**src/rtl/datapath_pipe.sv**
```systemverilog
// Two-stage pipelined signed datapath: ALU ops, signed multiply and a wide MAC
// accumulator behind valid/ready handshakes, with optional N-bit saturation of Y.
module datapath_pipe #(
    parameter int N     = 16,
    parameter int ACC_W = 40,
    parameter int SAT   = 0
) (
    input  logic             clk,
    input  logic             rst,
    input  logic             in_valid,
    output logic             in_ready,
    input  logic [N-1:0]     A,
    input  logic [N-1:0]     B,
    input  logic [2:0]       opcode,
    output logic             out_valid,
    input  logic             out_ready,
    output logic [N-1:0]     Y,
    output logic             co,
    output logic             ovf,
    output logic [ACC_W-1:0] acc_out
);

    typedef enum logic [2:0] {
        OP_ADD   = 3'b000,
        OP_SUB   = 3'b001,
        OP_AND   = 3'b010,
        OP_OR    = 3'b011,
        OP_XOR   = 3'b100,
        OP_MUL   = 3'b101,
        OP_MAC   = 3'b110,
        OP_RDCLR = 3'b111
    } op_e;

    localparam logic [N-1:0] Y_MAX = {1'b0, {(N-1){1'b1}}};
    localparam logic [N-1:0] Y_MIN = {1'b1, {(N-1){1'b0}}};

    // Stage 1 state
    logic                  s1_valid_q;
    logic [N-1:0]          s1_a_q;
    logic [N-1:0]          s1_b_q;
    op_e                   s1_op_q;
    logic signed [2*N-1:0] s1_prod_q;

    // Stage 2 (output) state
    logic                  out_valid_q;
    logic [N-1:0]          y_q;
    logic                  co_q;
    logic                  ovf_q;
    logic [ACC_W-1:0]      acc_q;

    logic                  adv1;
    logic                  adv2;
    logic signed [2*N-1:0] a_ext;
    logic signed [2*N-1:0] b_ext;
    logic signed [2*N-1:0] prod_d;
    logic [N:0]            sum_ext;
    logic [N:0]            diff_ext;
    logic signed [ACC_W-1:0] prod_acc;
    logic [ACC_W-1:0]      mac_sum;
    logic                  prod_fits;
    logic                  mac_fits;
    logic                  acc_fits;

    logic [N-1:0]          y_d;
    logic                  co_d;
    logic                  ovf_d;
    logic [ACC_W-1:0]      acc_d;

    assign adv2     = !out_valid_q || out_ready;
    assign adv1     = !s1_valid_q || adv2;
    assign in_ready = adv1 && !rst;

    assign a_ext  = {{N{A[N-1]}}, A};
    assign b_ext  = {{N{B[N-1]}}, B};
    assign prod_d = a_ext * b_ext;

    assign sum_ext  = {1'b0, s1_a_q} + {1'b0, s1_b_q};
    assign diff_ext = {1'b0, s1_a_q} + {1'b0, ~s1_b_q} + {{N{1'b0}}, 1'b1};

    assign prod_acc = ACC_W'(s1_prod_q);
    assign mac_sum  = acc_q + prod_acc;

    // A value fits in signed N bits when every bit from N-1 upward equals the sign.
    assign prod_fits = (&s1_prod_q[2*N-1:N-1]) | ~(|s1_prod_q[2*N-1:N-1]);
    assign mac_fits  = (&mac_sum[ACC_W-1:N-1]) | ~(|mac_sum[ACC_W-1:N-1]);
    assign acc_fits  = (&acc_q[ACC_W-1:N-1])   | ~(|acc_q[ACC_W-1:N-1]);

    function automatic logic [N-1:0] sat_or_wrap(input logic fits, input logic neg,
                                                 input logic [N-1:0] low);
        if ((SAT != 0) && !fits) begin
            return neg ? Y_MIN : Y_MAX;
        end
        return low;
    endfunction

    always_comb begin
        y_d   = '0;
        co_d  = 1'b0;
        ovf_d = 1'b0;
        acc_d = acc_q;
        case (s1_op_q)
            OP_ADD: begin
                co_d  = sum_ext[N];
                ovf_d = (s1_a_q[N-1] == s1_b_q[N-1]) && (sum_ext[N-1] != s1_a_q[N-1]);
                y_d   = sat_or_wrap(!ovf_d, s1_a_q[N-1], sum_ext[N-1:0]);
            end
            OP_SUB: begin
                co_d  = diff_ext[N];
                ovf_d = (s1_a_q[N-1] != s1_b_q[N-1]) && (diff_ext[N-1] != s1_a_q[N-1]);
                y_d   = sat_or_wrap(!ovf_d, s1_a_q[N-1], diff_ext[N-1:0]);
            end
            OP_AND: y_d = s1_a_q & s1_b_q;
            OP_OR:  y_d = s1_a_q | s1_b_q;
            OP_XOR: y_d = s1_a_q ^ s1_b_q;
            OP_MUL: begin
                ovf_d = !prod_fits;
                y_d   = sat_or_wrap(prod_fits, s1_prod_q[2*N-1], s1_prod_q[N-1:0]);
            end
            OP_MAC: begin
                acc_d = mac_sum;
                ovf_d = (acc_q[ACC_W-1] == prod_acc[ACC_W-1]) &&
                        (mac_sum[ACC_W-1] != acc_q[ACC_W-1]);
                y_d   = sat_or_wrap(mac_fits, mac_sum[ACC_W-1], mac_sum[N-1:0]);
            end
            OP_RDCLR: begin
                acc_d = '0;
                y_d   = sat_or_wrap(acc_fits, acc_q[ACC_W-1], acc_q[N-1:0]);
            end
            default: ;
        endcase
    end

    always_ff @(posedge clk or posedge rst) begin
        if (rst) begin
            s1_valid_q  <= 1'b0;
            s1_a_q      <= '0;
            s1_b_q      <= '0;
            s1_op_q     <= OP_ADD;
            s1_prod_q   <= '0;
            out_valid_q <= 1'b0;
            y_q         <= '0;
            co_q        <= 1'b0;
            ovf_q       <= 1'b0;
            acc_q       <= '0;
        end else begin
            if (adv1) begin
                s1_valid_q <= in_valid;
                if (in_valid) begin
                    s1_a_q    <= A;
                    s1_b_q    <= B;
                    s1_op_q   <= op_e'(opcode);
                    s1_prod_q <= prod_d;
                end
            end
            // The accumulator moves only with the beat that enters stage 2, so a
            // following MAC in stage 1 always sees the updated value.
            if (adv2) begin
                out_valid_q <= s1_valid_q;
                if (s1_valid_q) begin
                    y_q   <= y_d;
                    co_q  <= co_d;
                    ovf_q <= ovf_d;
                    acc_q <= acc_d;
                end
            end
        end
    end

    assign out_valid = out_valid_q;
    assign Y         = y_q;
    assign co        = co_q;
    assign ovf       = ovf_q;
    assign acc_out   = acc_q;

endmodule

```
**config.mk**
```make
export PLATFORM = sky130hd
export DESIGN_NAME = datapath_pipe
export DESIGN_NICKNAME = d
export VERILOG_FILES = /design/src/rtl/datapath_pipe.sv
export SDC_FILE = /design/constraint.sdc
export NUM_CORES = 1
export LEC_CHECK = 0
export ABC_AREA = 1
export CAP_MARGIN = 40
export CORE_MARGIN = 1
export CORE_UTILIZATION = 35
export CTS_CLUSTER_DIAMETER = 60
export DETAILED_ROUTE_END_ITERATION = 8
export PLACE_DENSITY_LB_ADDON = 0.3
export SETUP_SLACK_MARGIN = 0.5
export SYNTH_ARGS = -nofsm -noshare
export SYNTH_HDL_FRONTEND = slang
export SYNTH_SLANG_ARGS = --single-unit
```
**constraint.sdc**
```tcl
create_clock -name clk -period 4.5 [get_ports clk]
set_input_delay 0.9 -clock clk [delete_from_list [all_inputs] [get_ports clk]]
set_output_delay 0.9 -clock clk [all_outputs]
set_load 0.05 [all_outputs]
```
# Word-level counts from Yosys, hierarchy flattened
# Cells that the tools add are included.
# word_totals
reg_bits	127
inputBits	39
output_inout_bits	60
word_cells	55
# classes
add_sub_neg	4
multipliers	1
n_eq_ne	13
mux	4
bitwise_logic	6
reduce_logical	17
# op_table
op	n
$pmux W16 S8	1
$pmux W40 S2	1
$add A40 B40 Y40	1
$add A16 B16 Y17	2
$mul A16 B16 Y32	1
$add A17 B1 Y17 const B	1
$reduce_and A17 Y1	1
$reduce_or A17 Y1	1
$and A16 B16 Y16	1
$not A16 Y16	1
$or A16 B16 Y16	1
$xor A16 B16 Y16	1
$eq A3 B3 Y1 const B	4
$eq A3 B2 Y1 const B	2
$logic_and A1 B1 Y1	4
$logic_not A1 Y1	4
$ne A1 B1 Y1	4
$pmux W1 S4	1
$reduce_and A2 Y1	2
$eq A3 B1 Y1 const B	1
$logic_not A3 Y1	1
$reduce_and A3 Y1	1
$eq A1 B1 Y1	2
$logic_or A1 B1 Y1	2
other kinds (4)	4

# Logic depth before layout (Yosys ltp)
# Gate-level depths: netlist of run 1.
# logic_depth
ltp_word	6
depth_mapped	28
ltp_nobuf	26

# Worst setup path before layout of run 1
# Ideal clock, no wire load.
# synth_path
kind	input to register
from	in A[15]
to	reg s1_prod_q[27]
setup_ps	130
arrival_time_ps	6174
required_ps	4370
slack_ps	-1805
path_stages	20
path_buffers	2
path_cell_list	clkbuf_1 -> clkbuf_1 -> nand2_1 -> inv_1 -> fa_1 -> fa_1 -> fa_1 -> fa_1 -> fa_1 -> inv_1 -> fa_1 -> inv_1 -> ha_1 -> a21oi_1 -> o21ai_0 -> a21oi_1 -> nand3_1 -> or2_2 -> nand3_1 -> o21ai_0
# synth_via
elab_chain_len	1
# synth_lines
item	line_no	source
start: declaration	12	input logic [N-1:0] A,
$mul A16 B16 Y32	75	assign prod_d = a_ext * b_ext;
end signal: assignment	152	s1_prod_q <= prod_d;
end: declaration	42	logic signed [2*N-1:0] s1_prod_q;
# No other way between the ends.
# A chain may end at the register's enable or synchronous reset.

# Final worst setup path of run 1
# layout_path
from	in A[15]
to	reg s1_prod_q[25]
# Same word-level chain as after synthesis.

==> metrics.md, run 1 <==
| Metric | Value |
|---|---|
| EDFF count, synth | `0` |
| Hold crit path type | `flip-flop to flip-flop` |
| Clock latency at the later pin of the worst-skew pair | `0.45 ns` |
| CTS tree | `done` |
| # DRC | `0` |
| R2R setup slack | `roughly 1.1 ns` |
| Total grt overflow | `0` |
| I/O Pins | `99` |
| Slew Limit Fails | `0` |
| Post-DP HPWL | `between 60000 and 70000 um` |
| Die W | `245 um` |
| Placed Cells | `approximately 3900` |
| Max Cap Violations | `0` |
| Layout area overhead | `34.3%` |
| DP Area | `~25000 um^2` |
| Avg Inst Size Synth | `a little over 7 um^2` |
| Multi-input gate area | `between 15000 and 20000 um^2` |
| Failing checks | `negative setup slack` |
| Initial antenna violation count | `0` |
| Nets | `3700` |
| Routed length on met3 | `around 4200 um` |
| Final instance area | `27800 um^2` |
| Synth Area in XOR/XNOR | `0.0152` |
| Post-synth cell types | `53` |
| Syn Inst Count | `roughly 2900` |
| Met2 Wirelength | `approximately 35000 um` |
| Slowest Stage Delay on Critical Path | `0.60 ns` |
| Slew HR | `0.480` |
| Asr flop ratio synth | `1.00` |
| Clock skew | `0.0111 ns` |
| Primary FF master, synth | `dfrtp_1` |
| Most frequent cells in the layout | `nand2_1, inv_1, fa_1, buf_4, nor2_1` |
| Cts hold-fix bufs | `0` |
| Routed vias/inst | `around 5.0` |
| R2R cell count | `9` |
| CP max FO | `5` |
| Compound-Gate Fraction of Synth Area | `0.106` |
| Setup crit start kind | `input pin` |
| Critical Path RT | `about 4.9 ns` |
| Layout Cells excl Fill | `around 4000` |
| Most frequent CP cell | `fa_1` |
| Commonest non-fill, non-tap cell in the layout | `nand2_1` |
| Worst path depth | `19` |
| Root Driver | `clkbuf_16` |
| Clock transition time at the flip-flop clock pins of the worst setup and hold paths | `~0.060 ns` |
| Vias in the first global route | `~20000` |
| Peak Freq | `about 0.18 GHz` |
| Hold Fails Final Rpt | `0` |
| CTS buffer count | `17` |
| Die height | `between 200 and 250 um` |
| Slowest-stage cell, CP | `fa_2` |
| Last element of the critical path | `s1_prod_q[25]` |
| Seq/Total Area, Yosys | `0.153` |
| Largest family of logic cells by synthesized area | `adder cells` |
| Crit. End Element | `flip-flop` |
| RSZ-0062 raised after global routing | `yes` |
| Post-Place Setup Slack | `-2.08 ns` |
| Worst Path Arrival | `5.94 ns` |
| FILL cells | `about 5700` |
| Syn_nets | `around 3400` |
| Initial Utilization | `0.357` |
| Minimum clock period | `5.57 ns` |
| Max H-tree Level | `4` |
| Worst Path Buf+Inv | `6` |
| M1 wire length | `~33000 um` |
| FF+latch count, synth | `approximately 130` |
| Post-DR wirelength/cell | `18.8 um` |
| Sink Count | `~130` |
| Worst slew pin tran | `around 0.77 ns` |
| RR Startpoint | `acc_out[0]` |
| Multiplexer share of the synthesized area | `0` |
| Register area | `3180 um^2` |
| PortBufs | `between 90 and 100` |
| First drt pass iteration count | `5` |
| Total Routed Length | `75300 um` |
| CP cell instances | `buf_12, buf_12, nand2_2, inv_2, fa_2, fa_2, buf_6, buf_6, fa_1, fa_1, fa_1, fa_1, ha_4, nand2_4, buf_6, nor3_4, nand3_2, a31o_2, a31oi_1` |
| Uppermost layer routed | `met4` |
| Reg2reg end | `Y[4]` |
| Crit-path leading delay family | `adder cells` |
| Simple-gate share of the synthesized area | `0.231` |
| Post-Synth Adder-Cell Area | `0.358` |
| Cell row count | `between 80 and 90` |
| Starting DRC count in detailed routing | `1500` |
| GP Congestion | `1.01` |
| Setup-failing EPs final | `25` |
| Die area | `60200 um^2` |
| Via Count | `between 20000 and 25000` |
| Core area | `approximately 58000 um^2` |
| Outcome | `complete, but fails checks` |
| N_diodes | `0` |
| Post-DRT Antenna Nets | `0` |
| All-Layer GR Usage | `0.252` |
| Crit share post-route | `1.24` |
| Count of yosys warnings during synthesis | `0` |
| Final Worst Setup Slack | `-1.07 ns` |
| Max Root-Sink Buffers | `2` |
| Share of layout cells above drive strength 1 | `0.239` |
| Crit Path Category | `input pin to flip-flop` |
| Setup crit start | `A[15]` |
| Post-Syn Area | `slightly above 20000 um^2` |
| First-pass GRT wire length | `116000 um` |
| Largest net degree at the start of global routing | `59` |
| Final Util | `0.479` |
-- metrics by stage --
stage,hold slack (ns),TNS [ns]
after floorplan,0.463,-22.57
after global placement,0.469,-45.53
after detailed placement,0.465,-46.15
after CTS,0.491,-20.75
after global routing,0.517,-24.49
final,0.484,-20.67
-- cells in the mapped netlist, types with 13 or more instances --
| library cell | n | area, um^2 |
|---|---|---|
| nand2_1 | 738 | 2770 |
| inv_1 | 627 | 2350 |
| fa_1 | 265 | 5310 |
| nor2_1 | 193 | 724 |
| ha_1 | 169 | 2110 |
| a21oi_1 | 146 | 731 |
| o21ai_0 | 142 | 711 |
| nand3_1 | 131 | 656 |
| dfrtp_1 | 127 | 3180 |
| clkbuf_1 | 77 | 289 |
| o21ai_1 | 28 | 140 |
| nand4_1 | 26 | 163 |
| nor3_1 | 23 | 115 |
| xor2_1 | 21 | 184 |
| o22ai_1 | 19 | 119 |
| xnor2_1 | 15 | 131 |
| nor4_1 | 13 | 81.3 |
-- layer usage --
metal | GRT usage | vias to the layer above
met4 | 0.0983 | 0
met1 | 0.341 | 9626
met5 | 0 | -
met2 | 0.413 | 686
li1 | - | 9563
met3 | 0.0267 | 132
-- worst reg2reg max path: cells and delay by family (launching register included) --
family | cells | cell delay (ns)
AND/OR/NAND/NOR | 4 | 0.57
flip-flops | 1 | 0.47
adder cells (fa/ha/maj) | 2 | 0.88
AO/OA/AOI/OAI | 2 | 1.10
XOR/XNOR | 1 | 0.22
-- flip-flops by register name, indices dropped and copies added, names as in the netlist --
name / cells
s1_prod_q: 32
ovf: 1
s1_a_q: 16
out_valid: 1
s1_valid_q: 1
s1_op_q: 3
Y: 16
co: 1
acc_out: 40
s1_b_q: 16
-- area by class of cell --
cell class,count,area share
Clock buffer,17,0.0153
Multi-Input combinational cell,2028,0.592
Clock inverter,15,0.00795
Inverter,638,0.0871
Sequential cell,127,0.114
Timing Repair Buffer,415,0.149
Tap cell,765,0.0344
-- what timing repair did --
action	CTS	global route
resized for setup	474	145
setup buffers	65	22
pin swaps	190	117
endpoints found under the setup margin	28	27
cloned	10	0
-- worst min-delay path by stage --
| stage | startpoint | to | cells after the start |
|---|---|---|---|
| finish | ovf | ovf | 2 |
| global route | Y[4] | Y[4] | 2 |
| CTS | Y[6] | Y[6] | 2 |
| detailed placement | Y[6] | Y[6] | 2 |
| global placement | Y[14] | Y[14] | 2 |
| floorplan | s1_valid_q | out_valid | 2 |
-- cells by family (layout without fill, tap and decap cells) --
group	Yosys count	after routing
flops	127	127
buf+inv	738	1085
simple gates	1160	1160
fa+ha+maj	434	434
compound gates	398	398
xor+xnor	36	36
Power of run 1 is not shown: default switching activity piles up to over one toggle a cycle in this logic, so the estimate is an artifact.
==> run 2, diff against run 1 <==
--- a/config.mk
+++ b/config.mk
@@ -12,7 +12,7 @@
 export CTS_CLUSTER_DIAMETER = 60
 export DETAILED_ROUTE_END_ITERATION = 8
 export PLACE_DENSITY_LB_ADDON = 0.3
-export SETUP_SLACK_MARGIN = 0.5
+export SETUP_SLACK_MARGIN = 0.02
 export SYNTH_ARGS = -nofsm -noshare
 export SYNTH_HDL_FRONTEND = slang
 export SYNTH_SLANG_ARGS = --single-unit
==> run 2 against run 1 <==
Effect of this change: the flow still finishes with violations (negative setup slack); clock skew up 0.0039 ns; wire length down 2.5%; cell count shrank 0.40%; clock-buffer cell count rose by 4; register-to-register slack improved by 0.52 ns; fmax decreased by 0.80%; non-clock buffer count decreased by 15; first-iteration DRC count down 8.6%; critical path depth up 5; critical path type unchanged; critical endpoint is now s1_prod_q[30]; highest routed layer is now met5.
==> metrics.md, run 2 (synthesis gave the netlist of run 1 again) <==
| Metric | Value |
|---|---|
| Outcome | `complete, but fails checks` |
| Failing checks | `negative setup slack` |
| Crit Path Category | `input pin to flip-flop` |
| WHS Endpoint | `Y[14]` |
| Root Driver | `clkbuf_16` |
| Max Root-Sink Buffers | `2` |
| RR Startpoint | `acc_out[0]` |
| Sink Count | `about 130` |
| Most frequent cells in the layout | `nand2_1, inv_1, fa_1, buf_4, nor2_1` |
| Final instance area | `about 28000 um^2` |
| Worst Path Arrival | `a little under 6 ns` |
| Vias in the first global route | `about 20000` |
| RSZ-0062 raised after global routing | `yes` |
| Nets | `around 3700` |
| Worst slew pin tran | `just over 0.8 ns` |
| Slew HR | `0.460` |
| Clock skew | `0.0150 ns` |
| Max Cap Violations | `0` |
| N_diodes | `0` |
| PortBufs | `98` |
| Post-DP HPWL | `roughly 57000 um` |
| Die area | `approximately 60000 um^2` |
| Clock latency at the later pin of the worst-skew pair | `~0.45 ns` |
| Routed vias/inst | `just over 5` |
| First-pass GRT wire length | `about 110000 um` |
| FILL cells | `5787` |
| Slowest Stage Delay on Critical Path | `~0.6 ns` |
| Busiest grt layer | `met2` |
| Initial antenna violation count | `2` |
| CP max FO | `6` |
| # DRC | `0` |
| Reg2reg end | `Y[4]` |
| I/O Pins | `a little under 100` |
| Share of layout cells above drive strength 1 | `0.240` |
| Via Count | `roughly 20000` |
| All-Layer GR Usage | `0.245` |
| First drt pass iteration count | `5` |
| Min-delay src | `Y[14]` |
| R2R setup slack | `1.66 ns` |
| Critical Path RT | `about 4.8 ns` |
| Minimum clock period | `5.61 ns` |
| Layout area overhead | `34.8%` |
| Post-DRT Antenna Nets | `0` |
| Fin Hold WS | `approximately 0.47 ns` |
| Slowest-stage cell, CP | `fa_2` |
| Cts hold-fix bufs | `0` |
| Met2 GRT Util | `0.423` |
| Die height | `roughly 250 um` |
| Total grt overflow | `0` |
| R2R cell count | `9` |
| Setup-failing EPs final | `25` |
| Core area | `around 58000 um^2` |
| CP cell instances | `buf_12, buf_12, nand2_8, inv_6, fa_2, buf_12, fa_2, buf_12, buf_6, buf_6, fa_1, fa_1, fa_2, fa_2, ha_4, nand2_4, inv_2, nand3_4, nor3_4, nor2_2, nand2_1, nand2_1, nand3_1, o21ai_1` |
| Peak Freq | `about 0.18 GHz` |
| Total Routed Length | `between 70000 and 80000 um` |
| Commonest non-fill, non-tap cell in the layout | `nand2_1` |
| Crit share post-route | `1.25` |
| Starting DRC count in detailed routing | `roughly 1400` |
| Hold Path Depth | `2` |
| Crit. End Element | `flip-flop` |
| Largest net degree at the start of global routing | `roughly 130` |
| CTS tree | `done` |
| Slew Limit Fails | `0` |
| Post-DR wirelength/cell | `approximately 18 um` |
| DP Area | `between 20000 and 25000 um^2` |
| Met3 Usage GRT | `0.0260` |
| GP Congestion | `slightly below 1` |
| Final Worst Setup Slack | `-1.11 ns` |
| Hold Fails Final Rpt | `0` |
| Die W | `around 250 um` |
| Max H-tree Level | `4` |
| Max reg flops | `40` |
| GR Util met1 | `0.313` |
| Hold crit path type | `flip-flop to flip-flop` |
| CTS buffer count | `17` |
| Initial Utilization | `0.357` |
| Setup crit start kind | `input pin` |
| Cell row count | `between 80 and 90` |
| Clock transition time at the flip-flop clock pins of the worst setup and hold paths | `0.06 ns` |
[run 2: final cells by class]
class	instances	area, um^2	area share
multi-input cells	2028	16600	0.593
inverters	638	2430	0.0871
clock inverters	10	111	0.00398
repair buffers	400	4230	0.151
clock buffers	21	470	0.0168
well taps	765	957	0.0343
flip-flops and latches	127	3180	0.114
[run 2: how the worst max path moves through the flow]
| stage | slack (ns) | endpoint | startpoint | cells past startpoint |
|---|---|---|---|---|
| 2_1_floorplan | -1.24 | s1_prod_q[27] | A[15] | 20 |
| 3_3_place_gp | -2.00 | s1_prod_q[27] | A[15] | 20 |
| 3_5_place_dp | -2.05 | s1_prod_q[27] | A[15] | 20 |
| 4_1_cts | -1.10 | s1_prod_q[29] | A[15] | 23 |
| 5_1_grt | -1.27 | s1_prod_q[28] | B[15] | 21 |
| 6_report | -1.11 | s1_prod_q[30] | A[15] | 24 |
[run 2: per-stage QoR]
stage,cells,setup slack (ns),TNS (ns),util
6_report,3989,-1.11,-21.44,0.481
5_1_grt,3989,-1.27,-24.63,0.481
4_1_cts,3970,-1.10,-21.47,0.469
3_5_place_dp,3856,-2.05,-46.34,0.422
3_3_place_gp,3856,-2.00,-45.07,0.422
2_1_floorplan,2893,-1.24,-22.57,-
[run 2: repair_timing]
| item | CTS | global route |
|---|---|---|
| pin swaps | 224 | 167 |
| setup buffers | 76 | 24 |
| endpoints found under the setup margin | 26 | 26 |
| cloned | 14 | 0 |
| gates resized for setup | 505 | 164 |
[run 2: metal layers]
metal  share of wire  up-vias  wire (um)
met3           0.047      176       3440
met4           0.041        4       3010
met5         0.00031        -         23
met2            0.49      650      35700
met1            0.42     9785      31200
li1                -     9536          -
[run 2: worst max-delay path: cells and delay by family]
family          cells  cell delay (ns)
compound gates      1             0.06
fa+ha+maj           7             3.40
buf+inv             8             0.84
simple gates        8             0.72
Power of run 2 is left out for the same reason.
